## src/rtl/cal_pkg.sv

```systemverilog
// Shared definitions for the cal datapath: cs phase encodings and default widths.
package cal_pkg;

    localparam int CW_DEF = 8;

    typedef enum logic [2:0] {
        CS_IDLE = 3'd0,
        CS_PRE  = 3'd1,
        CS_ACC  = 3'd2,
        CS_POST = 3'd3,
        CS_DONE = 3'd4
    } cs_t;

endpackage

```

## src/rtl/seq_cnt.sv

```systemverilog
// In-phase cycle counter; term flags the final cycle of the current phase.
module seq_cnt #(
    parameter int CW = 8
) (
    input  logic          clk,
    input  logic          reset,
    input  logic          clr,
    input  logic          en,
    input  logic [CW-1:0] last_val,
    output logic [CW-1:0] count,
    output logic          term
);

    logic [CW-1:0] count_reg;

    always_ff @(posedge clk or posedge reset) begin
        if (reset) begin
            count_reg <= '0;
        end else if (clr) begin
            count_reg <= '0;
        end else if (en) begin
            count_reg <= count_reg + CW'(1);
        end
    end

    assign count = count_reg;
    assign term  = (count_reg == last_val);

endmodule

```

## src/rtl/cal_seq.sv

```systemverilog
// Start-triggered PRE/ACC/POST phase sequencer with hold, abort and a one-cycle done pulse.
module cal_seq
    import cal_pkg::*;
#(
    parameter int CW = CW_DEF
) (
    input  logic          clk,
    input  logic          reset,
    input  logic          start,
    input  logic          hold,
    input  logic          abort,
    input  logic [CW-1:0] pre_len,
    input  logic [CW-1:0] acc_len,
    input  logic [CW-1:0] post_len,
    output logic [2:0]    cs,
    output logic [CW-1:0] count,
    output logic          busy,
    output logic          done
);

    cs_t           state_reg;
    logic [CW-1:0] pre_len_reg;
    logic [CW-1:0] acc_len_reg;
    logic [CW-1:0] post_len_reg;
    logic          busy_reg;
    logic          done_reg;

    logic [CW-1:0] cur_len;
    logic [CW-1:0] last_val;
    logic          term;
    logic          in_phase;
    logic          phase_end;
    logic          cnt_clr;
    logic          cnt_en;
    cs_t           nxt_from_idle;
    cs_t           nxt_from_phase;

    // First nonzero-length phase strictly after 'from'; DONE when none remain.
    function automatic cs_t next_phase(cs_t from, logic [CW-1:0] p, logic [CW-1:0] a,
                                       logic [CW-1:0] q);
        cs_t n;
        if (from == CS_IDLE && p != '0) begin
            n = CS_PRE;
        end else if ((from == CS_IDLE || from == CS_PRE) && a != '0) begin
            n = CS_ACC;
        end else if (from != CS_POST && q != '0) begin
            n = CS_POST;
        end else begin
            n = CS_DONE;
        end
        return n;
    endfunction

    always_comb begin
        cur_len = '0;
        case (state_reg)
            CS_PRE:  cur_len = pre_len_reg;
            CS_ACC:  cur_len = acc_len_reg;
            CS_POST: cur_len = post_len_reg;
            default: cur_len = '0;
        endcase
    end

    assign last_val       = cur_len - CW'(1);
    assign in_phase       = (state_reg == CS_PRE) || (state_reg == CS_ACC) || (state_reg == CS_POST);
    assign phase_end      = in_phase && !hold && term;
    assign cnt_clr        = abort || !in_phase || phase_end;
    assign cnt_en         = in_phase && !hold;
    assign nxt_from_idle  = next_phase(CS_IDLE, pre_len, acc_len, post_len);
    assign nxt_from_phase = next_phase(state_reg, pre_len_reg, acc_len_reg, post_len_reg);

    seq_cnt #(.CW(CW)) u_cnt (
        .clk      (clk),
        .reset    (reset),
        .clr      (cnt_clr),
        .en       (cnt_en),
        .last_val (last_val),
        .count    (count),
        .term     (term)
    );

    always_ff @(posedge clk or posedge reset) begin
        if (reset) begin
            state_reg    <= CS_IDLE;
            pre_len_reg  <= '0;
            acc_len_reg  <= '0;
            post_len_reg <= '0;
            busy_reg     <= 1'b0;
            done_reg     <= 1'b0;
        end else begin
            done_reg <= 1'b0;
            if (abort) begin
                // Abort also suppresses a start arriving in IDLE on the same cycle.
                state_reg <= CS_IDLE;
                busy_reg  <= 1'b0;
            end else begin
                case (state_reg)
                    CS_IDLE: begin
                        if (start) begin
                            pre_len_reg  <= pre_len;
                            acc_len_reg  <= acc_len;
                            post_len_reg <= post_len;
                            state_reg    <= nxt_from_idle;
                            busy_reg     <= 1'b1;
                            done_reg     <= (nxt_from_idle == CS_DONE);
                        end
                    end
                    CS_PRE, CS_ACC, CS_POST: begin
                        if (phase_end) begin
                            state_reg <= nxt_from_phase;
                            done_reg  <= (nxt_from_phase == CS_DONE);
                        end
                    end
                    default: begin
                        state_reg <= CS_IDLE;
                        busy_reg  <= 1'b0;
                    end
                endcase
            end
        end
    end

    assign cs   = state_reg;
    assign busy = busy_reg;
    assign done = done_reg;

endmodule

```

## config.mk

```make
export PLATFORM = sky130hd
export DESIGN_NAME = cal_seq
export DESIGN_NICKNAME = d
export VERILOG_FILES = /design/src/rtl/cal_pkg.sv /design/src/rtl/seq_cnt.sv /design/src/rtl/cal_seq.sv
export SDC_FILE = /design/constraint.sdc
export NUM_CORES = 1
export LEC_CHECK = 0
export ABC_AREA = 1
export BUFFER_PORTS_ARGS = -buffer_cell sky130_fd_sc_hd__buf_2
export CAP_MARGIN = 20
export CORE_ASPECT_RATIO = 0.5
export CORE_UTILIZATION = 50
export CTS_BUF_LIST = sky130_fd_sc_hd__clkbuf_2 sky130_fd_sc_hd__clkbuf_4 sky130_fd_sc_hd__clkbuf_8
export DETAILED_ROUTE_END_ITERATION = 12
export GPL_TIMING_DRIVEN = 0
export PLACE_DENSITY_LB_ADDON = 0.15
export SKIP_CTS_REPAIR_TIMING = 1
export SYNTH_ARGS = -nofsm -noshare
export SYNTH_HDL_FRONTEND = slang
export SYNTH_HIERARCHICAL = 1
export SYNTH_SLANG_ARGS = --single-unit
```

## constraint.sdc

```tcl
create_clock -name clk -period 5.45 [get_ports clk]
set_input_delay 0.8175 -clock clk [delete_from_list [all_inputs] [get_ports clk]]
set_output_delay 0.8175 -clock clk [all_outputs]
set_load 0.02 [all_outputs]
```

==> results.sh <==
export IMPL_routed_vias=2208
export IMPL_io_pin_count=42
export IMPL_cts_tree="built"
export IMPL_ys_flop_type="sky130_fd_sc_hd__dfrtp_1"
export IMPL_synth_cell_area_mm2=0.00234
export IMPL_clock_skew_ps=6.06
export IMPL_worst_hold_path_type="in2async"
export IMPL_finalHoldViolCount=0
export IMPL_layout_drive_gt1_share=0.203
export IMPL_drt_antenna_violating_nets=0
export IMPL_gp_congestion=0.907
export IMPL_p_leak_nw=1.53
export IMPL_core_area_mm2=0.00445
export IMPL_worst_setup_path_start_kind="flop"
export IMPL_worstSkewPairLatency_ps=290
export IMPL_antenna_violations_before_repair=0
export IMPL_cts_max_path_buffers=2
export IMPL_synth_top_cell_area_share=0.396
export IMPL_clkTransAtPathRegs_ps=80
export IMPL_yosys_cell_count_top_type="sky130_fd_sc_hd__nand2_1"
export IMPL_cts_root_buffer="sky130_fd_sc_hd__clkbuf_8"
export IMPL_dr_first_iter_drc_count=134
export IMPL_final_setup_worst_slack_ps=2030
export IMPL_status="finished, final reports clean"
export IMPL_worstReg2RegEnd="done"
export IMPL_pre_cts_ws_ps=2080
export IMPL_synthesis_instances=320
export IMPL_slew_headroom=0.619
export IMPL_die_height_um=50.4
export IMPL_area_growth_syn_to_layout_pct=17.4
export IMPL_critical_path_max_fanout=8
export IMPL_crit_arrival_ps=3610
export IMPL_synth_async_sr_flop_share=1.00
export IMPL_avgViaCountPerCell=5.18
export IMPL_timing_worst_setup_path_type="reg2reg"
export IMPL_drcViolationCount=0
export IMPL_timing_reg2reg_worst_path_depth=19
export IMPL_max_cap_violation_count=0
export IMPL_finalSetupViolations=0
export IMPL_yosysWarningCount=6
export IMPL_worst_pin_slew_ps=570
export IMPL_clock_sinks=37
export IMPL_final_min_clock_period_ps=3420
export IMPL_n_antenna_cell=0
export IMPL_ys_seq_elements=37
export IMPL_worst_path_most_repeated_cell="sky130_fd_sc_hd__nand2_1"
export IMPL_row_count=17
export IMPL_r2r_setup_slack_ps=2030
export IMPL_post_synth_most_frequent_cells="sky130_fd_sc_hd__nand2_1 (74), sky130_fd_sc_hd__inv_1 (49), sky130_fd_sc_hd__nor2_1 (48)"
export IMPL_worst_path_max_stage_delay_ps=460
export IMPL_proportion_of_synthesized_chip_area_in_sequential_cells=0.396
export IMPL_grt_start_max_net_pins=25
export IMPL_setup_total_negative_slack_ps=0
export IMPL_rsz_0062_raised_after_global_routing="false"
export IMPL_grt_pass1_wl_mm=9.60
export IMPL_die_x_um=98.7
export IMPL_worst_path_dominant_cell_family="simple AND/OR/NAND/NOR gates"
export IMPL_numCtsBuffers=5
export IMPL_synth_fp_nets=351
export IMPL_grt_ovfl_total=0
export IMPL_yosys_area_top_type="sky130_fd_sc_hd__dfrtp_1"
export IMPL_grt_pass1_vias=2072
export IMPL_rr_startpoint="cs[2]"
export IMPL_worstPathCellList="nor2_1 > nand3_1 > nand3_1 > inv_1 > ha_1 > nand2_1 > nor2_1 > nand2_1 > nand2_1 > nand2_1 > xor2_1 > nor2_1 > nand2_1 > nor2_1 > inv_1 > o211ai_1 > nand2_1 > nor2_1 > a21boi_0"
export IMPL_global_route_usage_total=0.253
export IMPL_crit_path_start="cs[2]"
export IMPL_synth_enable_flop_cells=0
export IMPL_drt_wirelength_per_cell_um=13.0
export IMPL_dpl_hpwl_mm=4.38
export IMPL_fmax_ghz=0.293
export IMPL_pwr_density_cell_mw_per_mm2=483
export IMPL_synth_top_cells_by_area="sky130_fd_sc_hd__dfrtp_1 (40%), sky130_fd_sc_hd__nand2_1 (12%), sky130_fd_sc_hd__inv_1 (7.9%)"
export IMPL_final_max_slew_viol_count=0
export IMPL_fin_total_pwr_w=0.00133
export IMPL_drt_total_wl_mm=5.56
export IMPL_ys_types=28
export IMPL_layout_worst_path_cycle_share=0.627
export IMPL_irDropWorstVdd_mv=0.185
export IMPL_number_of_h_tree_levels=2
export IMPL_worst_path_max_delay_cell="sky130_fd_sc_hd__dfrtp_1"
export IMPL_buffer_ports_inserted=41
export IMPL_fill_count=419
export IMPL_crit_required_ps=5640
export IMPL_first_pass_iters=5
export IMPL_worst_path_buf_inv=2
export IMPL_synthesis_area_per_instance_um2=7.31
export IMPL_timing_critical_path_to_type="flop"
export IMPL_die_area_mm2=0.00497
export IMPL_initial_utilization=0.526
export IMPL_num_nets_final=400
==> layout by cell type (no fill, tap or decap) <==
master,n
sky130_fd_sc_hd__o21ai_0,19
sky130_fd_sc_hd__nand3_1,21
sky130_fd_sc_hd__o21bai_1,1
sky130_fd_sc_hd__inv_2,2
sky130_fd_sc_hd__inv_1,49
sky130_fd_sc_hd__clkinv_2,1
sky130_fd_sc_hd__nand2b_1,1
sky130_fd_sc_hd__bufinv_16,1
sky130_fd_sc_hd__nor2_1,48
sky130_fd_sc_hd__xor2_1,9
sky130_fd_sc_hd__a21boi_0,2
sky130_fd_sc_hd__dfrtp_1,37
sky130_fd_sc_hd__o211ai_1,1
sky130_fd_sc_hd__buf_6,3
sky130_fd_sc_hd__clkbuf_8,5
sky130_fd_sc_hd__mux2_2,2
sky130_fd_sc_hd__nand3_2,2
sky130_fd_sc_hd__mux2_4,5
sky130_fd_sc_hd__nor3_1,3
sky130_fd_sc_hd__ha_1,2
sky130_fd_sc_hd__nand2_1,74
sky130_fd_sc_hd__a31oi_1,1
sky130_fd_sc_hd__buf_2,43
sky130_fd_sc_hd__clkbuf_1,3
sky130_fd_sc_hd__nand4_1,15
sky130_fd_sc_hd__a21oi_1,4
sky130_fd_sc_hd__buf_16,1
sky130_fd_sc_hd__nor3b_1,2
sky130_fd_sc_hd__nor2_2,5
sky130_fd_sc_hd__nor2_4,4
sky130_fd_sc_hd__inv_4,1
sky130_fd_sc_hd__xnor2_1,2
==> stage by stage <==
| stage | std cells | hold WS, ps | utilization | instance area (µm²) |
|---|---|---|---|---|
| 3_3_place_gp | 418 | 471 | 0.588 | 2620 |
| 4_1_cts | 426 | 485 | 0.618 | 2750 |
| 6_report | 426 | 474 | 0.618 | 2750 |
| 3_5_place_dp | 419 | 483 | 0.594 | 2640 |
| 5_1_grt | 426 | 489 | 0.618 | 2750 |
| 2_1_floorplan | 320 | 453 | - | 2340 |
==> worst max path at each step <==
stage / to / depth (start not counted)
2_1_floorplan: u_cnt/count[4] / 22
3_3_place_gp: done / 18
3_5_place_dp: done / 18
4_1_cts: done / 18
5_1_grt: done / 19
6_report: done / 19
==> final cells by class <==
type | count | area (µm²) | area share
clock buffer | 5 | 68.8 | 0.0251
timing repair buffer | 42 | 233 | 0.0847
sequential | 37 | 926 | 0.337
inverter | 52 | 198 | 0.0720
multi-input combinational | 223 | 1160 | 0.422
tap | 57 | 71.3 | 0.0260
buffer | 8 | 55.1 | 0.0200
clock inverter | 2 | 35.0 | 0.0128
==> per-layer routing <==
layer	global-route usage	up-vias	routed length [µm]
li1	-	1104	-
met1	0.348	1044	2780
met2	0.401	53	2400
met3	0.0641	7	307
met4	0.0647	0	71
met5	0	-	0
==> cells by family (layout without fill, tap and decap cells) <==
family,after synthesis,in the layout,synth area share
and+or+nand+nor,175,175,0.338
buffers and inverters,60,109,0.108
DFF,37,37,0.396
AOI/OAI and AO/OA,28,28,0.0647
xor gates and xnor gates,11,11,0.0412
muxes,7,7,0.0417
adders and majority gates,2,2,0.0107
==> report_power, final <==
part           internal [W]  switching (W)
sequential         0.000370      0.0000796
combinational      0.000251       0.000393
clock              0.000133      0.0000999
No activity file was read; power rests on OpenSTA's default activity.
